`src/rtl/keypad_pkg.sv`:
```
// keypad_pkg: key map, sweep-result encoding and scan state type shared by the keypad scanner.
package keypad_pkg;

    // Sweep result: bit4 set means no key; otherwise bits 3:0 hold the key code.
    localparam logic [4:0] NO_KEY = 5'h10;

    localparam logic [3:0] KEYMAP [4][4] = '{
        '{4'h1, 4'h2, 4'h3, 4'hA},
        '{4'h4, 4'h5, 4'h6, 4'hB},
        '{4'h7, 4'h8, 4'h9, 4'hC},
        '{4'h0, 4'hF, 4'hE, 4'hD}
    };

    typedef enum logic {DRIVE, SAMPLE} scan_state_t;

    function automatic logic [4:0] col_hit(input logic [3:0] rows, input logic [1:0] c);
        col_hit = NO_KEY;
        for (int r = 3; r >= 0; r--)
            if (!rows[r[1:0]]) col_hit = {1'b0, KEYMAP[r[1:0]][c]};
    endfunction

endpackage

```
`src/rtl/keypad_debounce.sv`:
```
// keypad_debounce: accepts a sweep result once it repeats DEBOUNCE_SCANS times in a row
// and strobes press whenever the accepted state becomes a (different) key.
module keypad_debounce import keypad_pkg::*; #(
    parameter int DEBOUNCE_SCANS = 4
) (
    input  logic       clk,
    input  logic       rst,
    input  logic       sweep_done,
    input  logic [4:0] result,
    output logic [3:0] code,
    output logic       key_held,
    output logic       press
);
    localparam int CW = $clog2(DEBOUNCE_SCANS + 1);
    localparam logic [CW-1:0] FULL = CW'(DEBOUNCE_SCANS);

    logic [4:0]    cand, stable;
    logic [CW-1:0] cnt, cnt_nxt;

    assign cnt_nxt  = result != cand ? CW'(1) : cnt == FULL ? FULL : cnt + 1'b1;
    assign code     = stable[3:0];
    assign key_held = !stable[4];

    always_ff @(posedge clk or posedge rst) begin
        if (rst) begin
            cand   <= NO_KEY;
            cnt    <= '0;
            stable <= NO_KEY;
            press  <= 1'b0;
        end else begin
            press <= 1'b0;
            if (sweep_done) begin
                cand <= result;
                cnt  <= cnt_nxt;
                if (cnt_nxt == FULL && result != stable) begin
                    stable <= result;
                    press  <= !result[4];
                end
            end
        end
    end

endmodule

```
`src/rtl/keypad_scan_ctrl.sv`:
```
// keypad_scan_ctrl: column-sequenced PmodKYPD scanner with sweep debounce and
// valid/ack delivery of accepted presses to the consumer.
module keypad_scan_ctrl import keypad_pkg::*; #(
    parameter int SCAN_CYCLES    = 100000,
    parameter int DEBOUNCE_SCANS = 4
) (
    input  logic       clk,
    input  logic       rst,
    input  logic [3:0] row,
    output logic [3:0] col,
    output logic [3:0] key_code,
    output logic       key_valid,
    input  logic       key_ack,
    output logic       key_held,
    output logic       overrun
);
    localparam int CW = $clog2(SCAN_CYCLES);
    localparam logic [CW-1:0] LAST_DRIVE = CW'(SCAN_CYCLES - 2);

    scan_state_t   state;
    logic [CW-1:0] cnt;
    logic [1:0]    col_idx;
    logic [3:0]    row_s1, row_s2, code;
    logic [4:0]    acc, sweep;
    logic          sweep_done, press;

    assign col        = ~(4'b0001 << col_idx);
    // First hit of the sweep wins; later columns only fill in while nothing is found yet.
    assign sweep      = acc[4] ? col_hit(row_s2, col_idx) : acc;
    assign sweep_done = state == SAMPLE && col_idx == 2'd3;

    always_ff @(posedge clk or posedge rst) begin
        if (rst) begin
            row_s1 <= 4'hF;
            row_s2 <= 4'hF;
        end else begin
            row_s1 <= row;
            row_s2 <= row_s1;
        end
    end

    always_ff @(posedge clk or posedge rst) begin
        if (rst) begin
            state   <= DRIVE;
            cnt     <= '0;
            col_idx <= 2'd0;
            acc     <= NO_KEY;
        end else if (state == DRIVE) begin
            cnt <= cnt + 1'b1;
            if (cnt == LAST_DRIVE) state <= SAMPLE;
        end else begin
            state   <= DRIVE;
            cnt     <= '0;
            col_idx <= col_idx + 2'd1;
            acc     <= col_idx == 2'd3 ? NO_KEY : sweep;
        end
    end

    keypad_debounce #(.DEBOUNCE_SCANS(DEBOUNCE_SCANS)) u_debounce (
        .clk       (clk),
        .rst       (rst),
        .sweep_done(sweep_done),
        .result    (sweep),
        .code      (code),
        .key_held  (key_held),
        .press     (press)
    );

    always_ff @(posedge clk or posedge rst) begin
        if (rst) begin
            key_code  <= 4'h0;
            key_valid <= 1'b0;
            overrun   <= 1'b0;
        end else begin
            if (press && (!key_valid || key_ack)) key_code <= code;
            if (press) key_valid <= 1'b1;
            else if (key_ack) key_valid <= 1'b0;
            if (press && key_valid && !key_ack) overrun <= 1'b1;
            else if (!press && key_ack && key_valid) overrun <= 1'b0;
        end
    end

endmodule
```
`config.mk`:
```
export PLATFORM = sky130hd
export DESIGN_NAME = keypad_scan_ctrl
export DESIGN_NICKNAME = d
export VERILOG_FILES = /design/src/rtl/keypad_pkg.sv /design/src/rtl/keypad_debounce.sv /design/src/rtl/keypad_scan_ctrl.sv
export SDC_FILE = /design/constraint.sdc
export NUM_CORES = 1
export LEC_CHECK = 0
export CAP_MARGIN = 20
export CORE_UTILIZATION = 50
export DETAILED_ROUTE_END_ITERATION = 10
export GPL_ROUTABILITY_DRIVEN = 0
export GPL_TIMING_DRIVEN = 1
export MAX_ROUTING_LAYER = met4
export PLACE_DENSITY = 0.71
export SETUP_SLACK_MARGIN = 0.15
export SLEW_MARGIN = 5
export SYNTH_ARGS = -nofsm -noshare
export SYNTH_HDL_FRONTEND = slang
export SYNTH_HIERARCHICAL = 1
export SYNTH_SLANG_ARGS = --single-unit
```
`constraint.sdc`:
```
create_clock -name clk -period 5.6 [get_ports clk]
set_input_delay 1.12 -clock clk [delete_from_list [all_inputs] [get_ports clk]]
set_output_delay 1.12 -clock clk [all_outputs]
set_load 0.02 [all_outputs]
```
# Word-level counts from Yosys, hierarchy flattened

Index checks and enable logic that the tools add are counted.

Register bits after elaboration: 53
Bits of input ports: 7
Output and inout port bits: 11
Logic and storage cells: 71

Add/subtract/negate cells: 3
$lt $le $gt $ge: 1
Equal/unequal tests: 6
Shift operators: 1
Mux-type cells: 29
Bitwise operators: 2
Reduce and logical (&&, ||, !) cells: 16

Operators with widths:

| operator                                                           | count |
|---|---|
| 4-bit binary-select mux with 2-bit select                          | 4 |
| 4-bit two-way mux                                                  | 8 |
| 5-bit two-way mux                                                  | 6 |
| 17-bit by 1-bit adder with 17-bit output (second input constant)   | 1 |
| 17-bit == test (second input constant)                             | 1 |
| 17-bit two-way mux                                                 | 1 |
| 5-bit != test                                                      | 2 |
| 1-bit two-way mux                                                  | 8 |
| 1-bit logical AND                                                  | 7 |
| 3-bit == test (second input constant)                              | 2 |
| 3-bit two-way mux                                                  | 2 |
| 1-bit zero test                                                    | 5 |
| 4-bit inverter                                                     | 1 |
| 2-bit nonzero test                                                 | 2 |
| 1-bit by 2-bit left shift with 4-bit output (first input constant) | 1 |
| 3-bit by 1-bit adder with 3-bit output (second input constant)     | 1 |
| 3-bit greater-or-equal comparator (second input constant)          | 1 |
| 2-bit inverter with 3-bit output                                   | 1 |
| 2-bit by 1-bit adder with 2-bit output (second input constant)     | 1 |
| 2-bit == test (second input constant)                              | 1 |
| 2-bit AND reduction                                                | 1 |
| 1-bit logical OR                                                   | 1 |

# Longest topological paths before layout

Gate-level depths: netlist of run 1.

Word-level depth: 15
Gate-level depth with buffers: 11
Gate-level depth less buffers: 10

# Hierarchy

The synthesis of run 1 kept the hierarchy.

Modules (own cells, without submodules):

| module           | times used | cells each | area an instance (um^2) | seq. area each (um^2) |
|---|---|---|---|---|
| keypad_scan_ctrl | 1          | 181        | 1,850.5                 | 987.2 |
| keypad_debounce  | 1          | 64         | 767.0                   | 352.8 |

# Least setup slack after synthesis of run 1

No wires, ideal clock.

Path type: reg-to-reg
From: register col_idx[0]
To: register u_debounce.stable[0]
Setup time: 0.125 ns
Arrival time: 2.400 ns
Required time: 5.475 ns
Slack: 3.075 ns
Cell stages (with the launch flop): 11
Buffers on the path: 1
Clock period less this slack: 2.525 ns
Path through: dfrtp_1 > inv_1 > ha_1 > o21ai_0 > o221ai_1 > o21ai_0 > xor2_1 > nor3_2 > and4_1 > buf_6 > mux2_4

Word-level cells in the longest chain between the ends: 14
Elaborated cells between the ends (all ways): 26
Classes of those cells: 4 x eq/ne; 18 x mux; 1 x bitwise; 3 x reduce/logical

RTL lines:

| item                                                       | RTL line               | source |
|---|---|---|
| start: declaration                                         | keypad_scan_ctrl.sv:22 | `logic [1:0] col_idx;` |
| start signal: assignment                                   | keypad_scan_ctrl.sv:54 | `col_idx <= col_idx + 2'd1;` |
| 2-bit inverter with 3-bit output (not written as such) (*) | keypad_pkg.sv:19       | `if (!rows[r[1:0]]) col_hit = {1'b0, KEYMAP[r[1:0]][c]};` |
| 4-bit binary-select mux with 2-bit select                  | keypad_pkg.sv:19       |  |
| 4-bit two-way mux (not written as such) (2 in a row)       | keypad_pkg.sv:19       |  |
| 5-bit two-way mux (3 in a row)                             | keypad_pkg.sv:19       |  |
| 5-bit two-way mux (*)                                      | keypad_pkg.sv:19       |  |
| 5-bit two-way mux (*)                                      | keypad_scan_ctrl.sv:29 | `assign sweep = acc[4] ? col_hit(row_s2, col_idx) : acc;` |
| net sweep[2]                                               | keypad_scan_ctrl.sv:24 | `logic [4:0] acc, sweep;` |
| 5-bit != test                                              | keypad_debounce.sv:20  | `assign cnt_nxt = result != cand ? CW'(1) : cnt == FULL ? FULL : cnt + 1'b1;` |
| 3-bit two-way mux                                          | keypad_debounce.sv:20  |  |
| 3-bit == test                                              | keypad_debounce.sv:35  | `if (cnt_nxt == FULL && result != stable) begin` |
| 1-bit logical AND (*)                                      | keypad_debounce.sv:35  |  |
| 2-bit AND reduction (no source line) (*)                   | -                      |  |
| end signal: assignment                                     | keypad_debounce.sv:36  | `stable <= result;` |
| end: declaration                                           | keypad_debounce.sv:17  | `logic [4:0] cand, stable;` |

The timed path passes the listed nets; every way through them passes the cells marked *. The select of a mux whose other input is x is not followed.
A chain may end at the register's enable or synchronous reset.

# Final worst setup path of run 1

From: register col_idx[0]
To: register u_debounce.stable[1]

Same word-level chain as after synthesis.

==> results of run 1 <==
[synthesized netlist by cell type (all sizes together) (7+ instances only)]
cell   instances  share of area, %
a21oi         10               1.9
dfrtp         42                40
dfstp         11                11
ha            10               4.8
inv           20               2.9
mux2          14               6.7
nand2         12               1.7
nand3         12               2.5
nor2          27               3.9
nor4           7               1.7
o21ai         15               2.9
xnor2         13               4.3
xor2          12               4.0
[metal layers]
| metal | share of wire (%) | vias up |
|---|---|---|
| met5 | 0 | - |
| met4 | 1.1 | 0 |
| li1 | - | 862 |
| met3 | 3.4 | 5 |
| met1 | 52 | 847 |
| met2 | 44 | 34 |
[placed cells by master (no fill, tap or decap), types with 6 or more instances in the layout]
master / synthesis / final
a21oi_1: 10 / 10
clkbuf_8: 0 / 6
clkdlybuf4s50_1: 0 / 17
dfrtp_1: 42 / 42
dfstp_2: 11 / 11
ha_1: 10 / 10
inv_1: 20 / 20
mux2_2: 9 / 9
nand2_1: 12 / 12
nand3_1: 11 / 11
nor2_1: 27 / 27
nor4_1: 7 / 7
o21ai_0: 15 / 15
xnor2_1: 13 / 13
xor2_1: 12 / 12
[logic make-up (layout without fill, tap and decap cells)]
| family | Yosys count | after routing | synth area share [%] |
|---|---|---|---|
| fa+ha+maj | 10 | 10 | 4.78 |
| flops | 53 | 53 | 51.2 |
| compound gates | 32 | 32 | 6.93 |
| xor+xnor | 25 | 25 | 8.37 |
| buf+inv | 29 | 46 | 5.07 |
| mux | 14 | 14 | 6.74 |
| simple gates | 82 | 82 | 16.9 |
[stage by stage]
stage	hold WS [ns]	instances	utilization (%)
2_1_floorplan	0.345	245	-
3_3_place_gp	0.346	321	57.8
3_5_place_dp	0.347	321	57.8
4_1_cts	0.360	329	60.2
5_1_grt	0.367	329	60.2
6_report	0.361	329	60.2
[critical path: cells and delay by family (launching register included)]
kind	cells	cell delay, ns
AOI/OAI and AO/OA	3	0.79
xor gates and xnor gates	1	0.15
adders and majority gates	1	0.33
buffers and inverters	1	0.12
DFF	1	0.47
muxes	1	0.34
and+or+nand+nor	2	0.68
[registers in the layout, indices dropped and copies added (netlist names), 2 cells and up]
| register | count |
|---|---|
| acc | 5 |
| cnt | 17 |
| col_idx | 2 |
| key_code | 4 |
| row_s1 | 4 |
| row_s2 | 4 |
| u_debounce/cand | 5 |
| u_debounce/cnt | 3 |
| u_debounce/stable | 5 |
[final timing paths]
path / start / endpoint / cells past startpoint
worst max-delay path: col_idx[0] / u_debounce/stable[1] / 9
worst min-delay path: row_s1[3] / row_s2[3] / 0
worst max register to register: col_idx[0] / u_debounce/stable[1] / 9
worst min register to register: row_s1[3] / row_s2[3] / 0
max in group asynchronous: rst / row_s2[3] / 3
min in group asynchronous: rst / u_debounce/stable[3] / 2
[cell type report]
type	instances	area, um^2	share of cell area, %
inverter	20	75.1	2.56
clock inverter	1	30.0	1.02
multi-input combinational	163	1140	39.0
clock buffer	7	86.3	2.94
timing repair buffer	18	178	6.05
tap	67	83.8	2.85
sequential	53	1340	45.6
[power by group through the flow]
stage	clock (uW)	combinational (uW)	sequential (uW)
final	265	16.1	391
after global routing	286	18.6	391
after global placement	0	16.4	398
after floorplan	0	8.89	397
after detailed placement	0	16.7	398
after CTS	271	16.7	391
==> results.toml, run 1 <==
[yosys]
yosysSeqAreaShare_pct = 51.2
synth-edff-count = 0
synthFlopType = "dfrtp_1"
synth.net_count = 262
avgSynthCellArea_um2 = 10.7
synthesis.area_mm2 = 0.00262
yosys_warnings = 6
synth_seq_cells = 53
synth_cell_types = 40
synthArstFlopShare_pct = 100
synth_cells = 245

[place]
numPortBuffers = 17
pre_cts_ws_ns = 2.70
hpwl_mm = 3.31
dpl_cell_area_mm2 = 0.00282

[layout]
area_growth_pct = 12.2
fillers = 435
final_nets = 278
diodes = 0
stdcell_area_mm2 = 0.00294
layout-drive-gt1-share_pct = 14.5

[global_route]
grt_max_degree = 40
first_global_vias = 1608
grt_usage_pct = 19.9
grt.busiest_layer = "met1"
grt_pass1_wl_mm = 7.80
grt_use_met2_pct = 26.4
globalRouteMet3Util_pct = 4.47
use_met1_pct = 30.1
antenna_found_initial = 0
gr-total-overflow = 0

[routing]
drt-total-wl_mm = 4.66
drtAntennaViolNets = 0
drt-wirelength-per-cell_um = 14.2
drt_iter0_drc = 133
via_per_inst = 5.31
vias = 1748
firstDrtPassIters = 4
drc_errors = 0

[worst_hold_path]
hp-class = "reg2reg"

[pwr]
p_leak_uw = 0.00131
powerDensity_mw_per_mm2 = 229
p_total_uw = 672
p_switching_uw = 132
intPower_uw = 540
swShare_pct = 19.7
clockPowerShare_pct = 39.5
p_seq_share_pct = 58.2
p_comb_share_pct = 2.4
ir_drop_v = 0.000193

[setup_path]
path_max_fanout = 6
cp-start-kind = "flop"
endpoint_kind = "flop"
worstPathRequired_ns = 5.80
path_common_cell = "o21ai_0"
crit_path_max_incr_delay_ns = 0.47
slowest_stage = "dfrtp_1"
crit_type = "reg2reg"
cp.arrival_ns = 3.19
path_cells = "inv_1, ha_1, o21ai_0, o221ai_1, o21ai_0, xor2_1, nor3_2, and4_1, mux2_4"
reg2reg_slack_ns = 2.61

[floorplanning]
coreArea_mm2 = 0.00488
num_rows = 25
die_x_um = 74.4
start_util_pct = 53.6
die_area_mm2 = 0.00553
die_y_um = 74.4
io_pins = 18

[clock_network]
postCtsResizedCells = 0
clkLatencyLatePin_ns = 0.30
cts_buffers = 5
postCtsHoldBufs = 0
cts_root_buf = "clkbuf_8"
path_clk_slew_ns = 0.09
clock_path_buffers = 2
cts_setup_buffers = 0
cts_tree = "yes"
clock_sinks = 53
ctsHtreeMaxLevel = 2

[sta]
drv_slew = 0
finalSetupViolCount = 0
fmax_ghz = 0.334
fin_crit_sh_pct = 53.4
worst_clock_skew_ns = 0.00502
slew_headroom_pct = 43.6
final_hold_viol_count = 0
tns_ns = 0
finalCriticalPeriod_ns = 2.99
tightest_slew_ns = 0.843
setup_slack_ns = 2.61
rsz0062_at_grt = "no"

[job]
maxCapViolations = 0

[status]
status = "finished clean"
Note: power is estimated with default switching activity, not from simulation.
==> run 2: changes to the inputs <==
--- a/config.mk
+++ b/config.mk
@@ -11,7 +11,7 @@
 export GPL_ROUTABILITY_DRIVEN = 0
 export GPL_TIMING_DRIVEN = 1
 export MAX_ROUTING_LAYER = met4
-export PLACE_DENSITY = 0.71
+export PLACE_DENSITY = 0.74
 export SETUP_SLACK_MARGIN = 0.15
 export SLEW_MARGIN = 5
 export SYNTH_ARGS = -nofsm -noshare
==> constraint.sdc (replaced) <==
create_clock -name clk -period 2.7 [get_ports clk]
set_input_delay 0.54 -clock clk [delete_from_list [all_inputs] [get_ports clk]]
set_output_delay 0.54 -clock clk [all_outputs]
set_load 0.02 [all_outputs]
==> results.toml, run 2 (synthesized netlist as in run 1, its figures left out) <==
[status]
status = "finished clean"

[floorplanning]
start_util_pct = 53.6
die_x_um = 74.4
io_pins = 18
die_area_mm2 = 0.00553
die_y_um = 74.4
coreArea_mm2 = 0.00488
num_rows = 25

[routing]
drc_errors = 0
drt-wirelength-per-cell_um = 13.3
drt_iter0_drc = 89
vias = 1764
via_per_inst = 5.22
drt-total-wl_mm = 4.51
firstDrtPassIters = 4
drtAntennaViolNets = 0

[setup_path]
worstPathRequired_ns = 2.88
path_cells = "inv_1, ha_1, o21ai_0, o221ai_1, o21ai_1, xor2_1, nor3_2, and4_4, mux2_4"
crit_buf_inv = 1
endpoint_kind = "flop"
critical-path-top-delay-family = "compound AO/OA/AOI/OAI gates"
slowest_stage = "dfrtp_1"
reg2reg_depth = 9
reg2reg_to = "u_debounce/stable[2]"
crit_path_max_incr_delay_ns = 0.40
cp.arrival_ns = 2.62
r2r_start = "col_idx[1]"
crit_type = "reg2reg"
cp-start-kind = "flop"
path_max_fanout = 6
reg2reg_slack_ns = 0.26

[clock_network]
cts_tree = "yes"
ctsHtreeMaxLevel = 2
cts_buffers = 5
clkLatencyLatePin_ns = 0.29
cts_root_buf = "clkbuf_8"
path_clk_slew_ns = 0.09
clock_sinks = 53
clock_path_buffers = 2

[sta]
tightest_slew_ns = 0.532
holdWs_ns = 0.362
fin_crit_sh_pct = 90.3
drv_slew = 0
final_hold_viol_count = 0
fmax_ghz = 0.410
slew_headroom_pct = 64.5
tns_ns = 0
finalSetupViolCount = 0
rsz0062_at_grt = "no"
worst_clock_skew_ns = 0.00349
finalCriticalPeriod_ns = 2.44

[layout]
stdcell_area_mm2 = 0.00301
final_util_pct = 61.6
final_common_cell = "dfrtp_1"
fillers = 421
largest_reg_flops = 17
area_growth_pct = 14.9
final_nets = 287
diodes = 0
final_cell_count_no_fill = 338
mostFrequentLayoutCells = "42 x dfrtp_1, 27 x nor2_1, 20 x inv_1, 17 x clkdlybuf4s50_1, 14 x o21ai_0"
layout-drive-gt1-share_pct = 19.2
top_register = "cnt"

[worst_hold_path]
hp-start = "row_s1[2]"
min_to = "row_s2[2]"
hp-class = "reg2reg"
hold_depth = 0

[global_route]
antenna_found_initial = 0
first_global_vias = 1679
gr-total-overflow = 0
grt_pass1_wl_mm = 7.59
grt_usage_pct = 18.8
grt_max_degree = 40

[pwr]
p_leak_uw = 0.00135
powerDensity_mw_per_mm2 = 438
ir_drop_v = 0.000277

[place]
numPortBuffers = 17
hpwl_mm = 3.15
dp_cells = 329
dpl_cell_area_mm2 = 0.00288

[job]
maxCapViolations = 0
[run 2: layout make-up]
cell class	count	area, um^2	area share, %
inverter	20	75.1	2.50
tap	67	83.8	2.79
multi-input combinational	163	1160	38.6
timing repair buffer	27	245	8.16
clock inverter	1	5.00	0.166
clock buffer	7	96.3	3.20
sequential	53	1340	44.6
[run 2: metal layers]
layer | vias up | routed length (um) | track usage (%)
li1 | 879 | - | -
met1 | 833 | 2110 | 23.8
met2 | 43 | 2150 | 30.0
met3 | 9 | 168 | 3.66
met4 | 0 | 79 | 7.13
met5 | - | 0 | -
[run 2: what timing repair did]
action                     CTS  global route
resized for setup            4             2
pin swaps                    0             1
setup buffers                0             1
hold buffers                 0             0
setup endpoints to repair    6             6
[run 2: worst register-to-register path: stages, from the launching register on]
cell and delay [ns]:
dfrtp_1 0.40, inv_1 0.10, ha_1 0.32, o21ai_0 0.17, o221ai_1 0.18, o21ai_1 0.25
xor2_1 0.12, nor3_2 0.16, and4_4 0.32, mux2_4 0.31
[run 2: how the worst max path moves through the flow]
stage                     startpoint  slack (ns)  depth (start not counted)              endpoint
after detailed placement  col_idx[1]        0.02                         10  u_debounce/stable[2]
final                     col_idx[1]        0.26                          9  u_debounce/stable[2]
after floorplan           col_idx[0]        0.18                         10  u_debounce/stable[0]
after global placement    col_idx[1]        0.10                         10  u_debounce/stable[3]
after global routing      col_idx[1]        0.15                          9  u_debounce/stable[0]
after CTS                 col_idx[1]        0.16                         10  u_debounce/stable[2]
[run 2: per-stage QoR]
| step | total power (uW) | setup WS (ns) |
|---|---|---|
| 2_1_floorplan | 842 | 0.175 |
| 4_1_cts | 1340 | 0.162 |
| 3_5_place_dp | 859 | 0.0228 |
| 5_1_grt | 1380 | 0.151 |
| 6_report | 1320 | 0.262 |
| 3_3_place_gp | 859 | 0.101 |
[run 2: power breakdown]
group / switching, uW / internal (uW)
sequential: 5.58 / 804
clock: 241 / 232
combinational: 21.3 / 12.8
==> run 3: changes to the inputs <==
--- a/config.mk
+++ b/config.mk
@@ -11,7 +11,7 @@
 export GPL_ROUTABILITY_DRIVEN = 0
 export GPL_TIMING_DRIVEN = 1
 export MAX_ROUTING_LAYER = met4
-export PLACE_DENSITY = 0.74
+export PLACE_DENSITY = 0.71
 export SETUP_SLACK_MARGIN = 0.15
 export SLEW_MARGIN = 5
 export SYNTH_ARGS = -nofsm -noshare
==> constraint.sdc (replaced) <==
create_clock -name clk -period 2.9 [get_ports clk]
set_input_delay 0.58 -clock clk [delete_from_list [all_inputs] [get_ports clk]]
set_output_delay 0.58 -clock clk [all_outputs]
set_load 0.02 [all_outputs]
==> results.toml, run 3 (synthesized netlist as in run 1, its figures left out) <==
[pwr]
p_comb_share_pct = 2.6
intPower_uw = 955
swShare_pct = 19.9
ir_drop_v = 0.000303
p_leak_uw = 0.00133
p_total_uw = 1190
powerDensity_mw_per_mm2 = 402
clockPowerShare_pct = 34.3
p_seq_share_pct = 63.2
p_switching_uw = 238

[floorplanning]
start_util_pct = 53.6
io_pins = 18
die_x_um = 74.4
num_rows = 25
coreArea_mm2 = 0.00488
die_area_mm2 = 0.00553
die_y_um = 74.4

[routing]
drt-wirelength-per-cell_um = 13.3
via_per_inst = 5.36
drt_iter0_drc = 160
drtAntennaViolNets = 0
drt-total-wl_mm = 4.49
drc_errors = 0
firstDrtPassIters = 4
vias = 1802

[worst_hold_path]
hp-start = "row_s1[0]"
hp-class = "reg2reg"
hold_depth = 0
min_to = "row_s2[0]"

[setup_path]
reg2reg_to = "u_debounce/stable[1]"
worstPathRequired_ns = 3.08
crit_type = "reg2reg"
reg2reg_slack_ns = 0.33
cp.arrival_ns = 2.75
reg2reg_depth = 10
path_max_fanout = 6
endpoint_kind = "flop"
cp-start-kind = "flop"
r2r_start = "col_idx[1]"

[place]
numPortBuffers = 17
pre_cts_ws_ns = 0.122
dpl_cell_area_mm2 = 0.00287
hpwl_mm = 3.25

[clock_network]
postCtsHoldBufs = 0
clkLatencyLatePin_ns = 0.30
cts_buffers = 5
cts_tree = "yes"
path_clk_slew_ns = 0.09
cts_root_buf = "clkbuf_8"
clock_path_buffers = 2
clock_sinks = 53
ctsHtreeMaxLevel = 2

[sta]
final_hold_viol_count = 0
setup_slack_ns = 0.335
rsz0062_at_grt = "no"
fmax_ghz = 0.390
fin_crit_sh_pct = 88.5
finalCriticalPeriod_ns = 2.57
worst_clock_skew_ns = 0.0104
finalSetupViolCount = 0
slew_headroom_pct = 63.6
tightest_slew_ns = 0.545
drv_slew = 0
tns_ns = 0

[layout]
layout-drive-gt1-share_pct = 17.5
area_growth_pct = 13.5
diodes = 0
final_nets = 285
top_register = "cnt"
mostFrequentLayoutCells = "41 x dfrtp_1, 27 x nor2_1, 20 x inv_1, 17 x clkdlybuf4s50_1, 14 x o21ai_0"
final_util_pct = 60.9
final_common_cell = "dfrtp_1"
stdcell_area_mm2 = 0.00297
largest_reg_flops = 17

[status]
status = "finished clean"

[job]
maxCapViolations = 0

[global_route]
gr-total-overflow = 0
grt_usage_pct = 18.5
antenna_found_initial = 0
grt_max_degree = 40
grt_pass1_wl_mm = 7.42
first_global_vias = 1585
[run 3: power by group through the flow]
stage               logic, uW  registers [uW]  clock network, uW
finish                   30.7             754                409
global route             36.0             755                451
CTS                      32.2             754                426
detailed placement       32.0             768                  0
global placement         31.7             768                  0
floorplan                17.2             766                  0
[run 3: how the worst max path moves through the flow]
stage,startpoint,end,slack (ns)
6_report,col_idx[1],u_debounce/stable[1],0.33
5_1_grt,col_idx[1],u_debounce/stable[1],0.17
4_1_cts,col_idx[0],u_debounce/stable[3],0.17
3_5_place_dp,col_idx[0],u_debounce/stable[3],0.12
3_3_place_gp,col_idx[0],u_debounce/stable[0],0.26
2_1_floorplan,col_idx[0],u_debounce/stable[0],0.38
[run 3: layer usage]
layer	vias up	global-route usage, %	wire [um]
li1	874	-	-
met1	872	28.3	2310
met2	50	24.8	1880
met3	6	4.20	251
met4	0	4.40	44
met5	-	-	0
[run 3: final cells by class]
class                           count  area (um^2)
Tap cell                           67         83.8
Inverter                           20         75.1
Multi-Input combinational cell    163         1150
Timing Repair Buffer               25          230
Clock buffer                        8         90.1
Fill cell                         421         1910
Sequential cell                    53         1340
[run 3: timing repair]
item | CTS | global route
endpoints found under the hold margin | 0 | 0
buffers inserted | 0 | 1
gates resized for setup | 1 | 4
pin swaps | 0 | 1
endpoints found under the setup margin | 5 | 6
[run 3: per-stage QoR]
step | instances | hold WS, ns
after global placement | 327 | 0.346
after floorplan | 245 | 0.345
after detailed placement | 327 | 0.347
after CTS | 335 | 0.359
after global routing | 336 | 0.361
final | 336 | 0.356
[run 3: worst max-delay path: stages, from the launching register on]
cell and delay (ns):
dfrtp_1 0.43, inv_1 0.11, ha_1 0.32, nand2_1 0.06, o221ai_1 0.16, a21oi_1 0.12, a21oi_1 0.26, xor2_1 0.11
nor2_1 0.23, and4_4 0.33, mux2_4 0.31
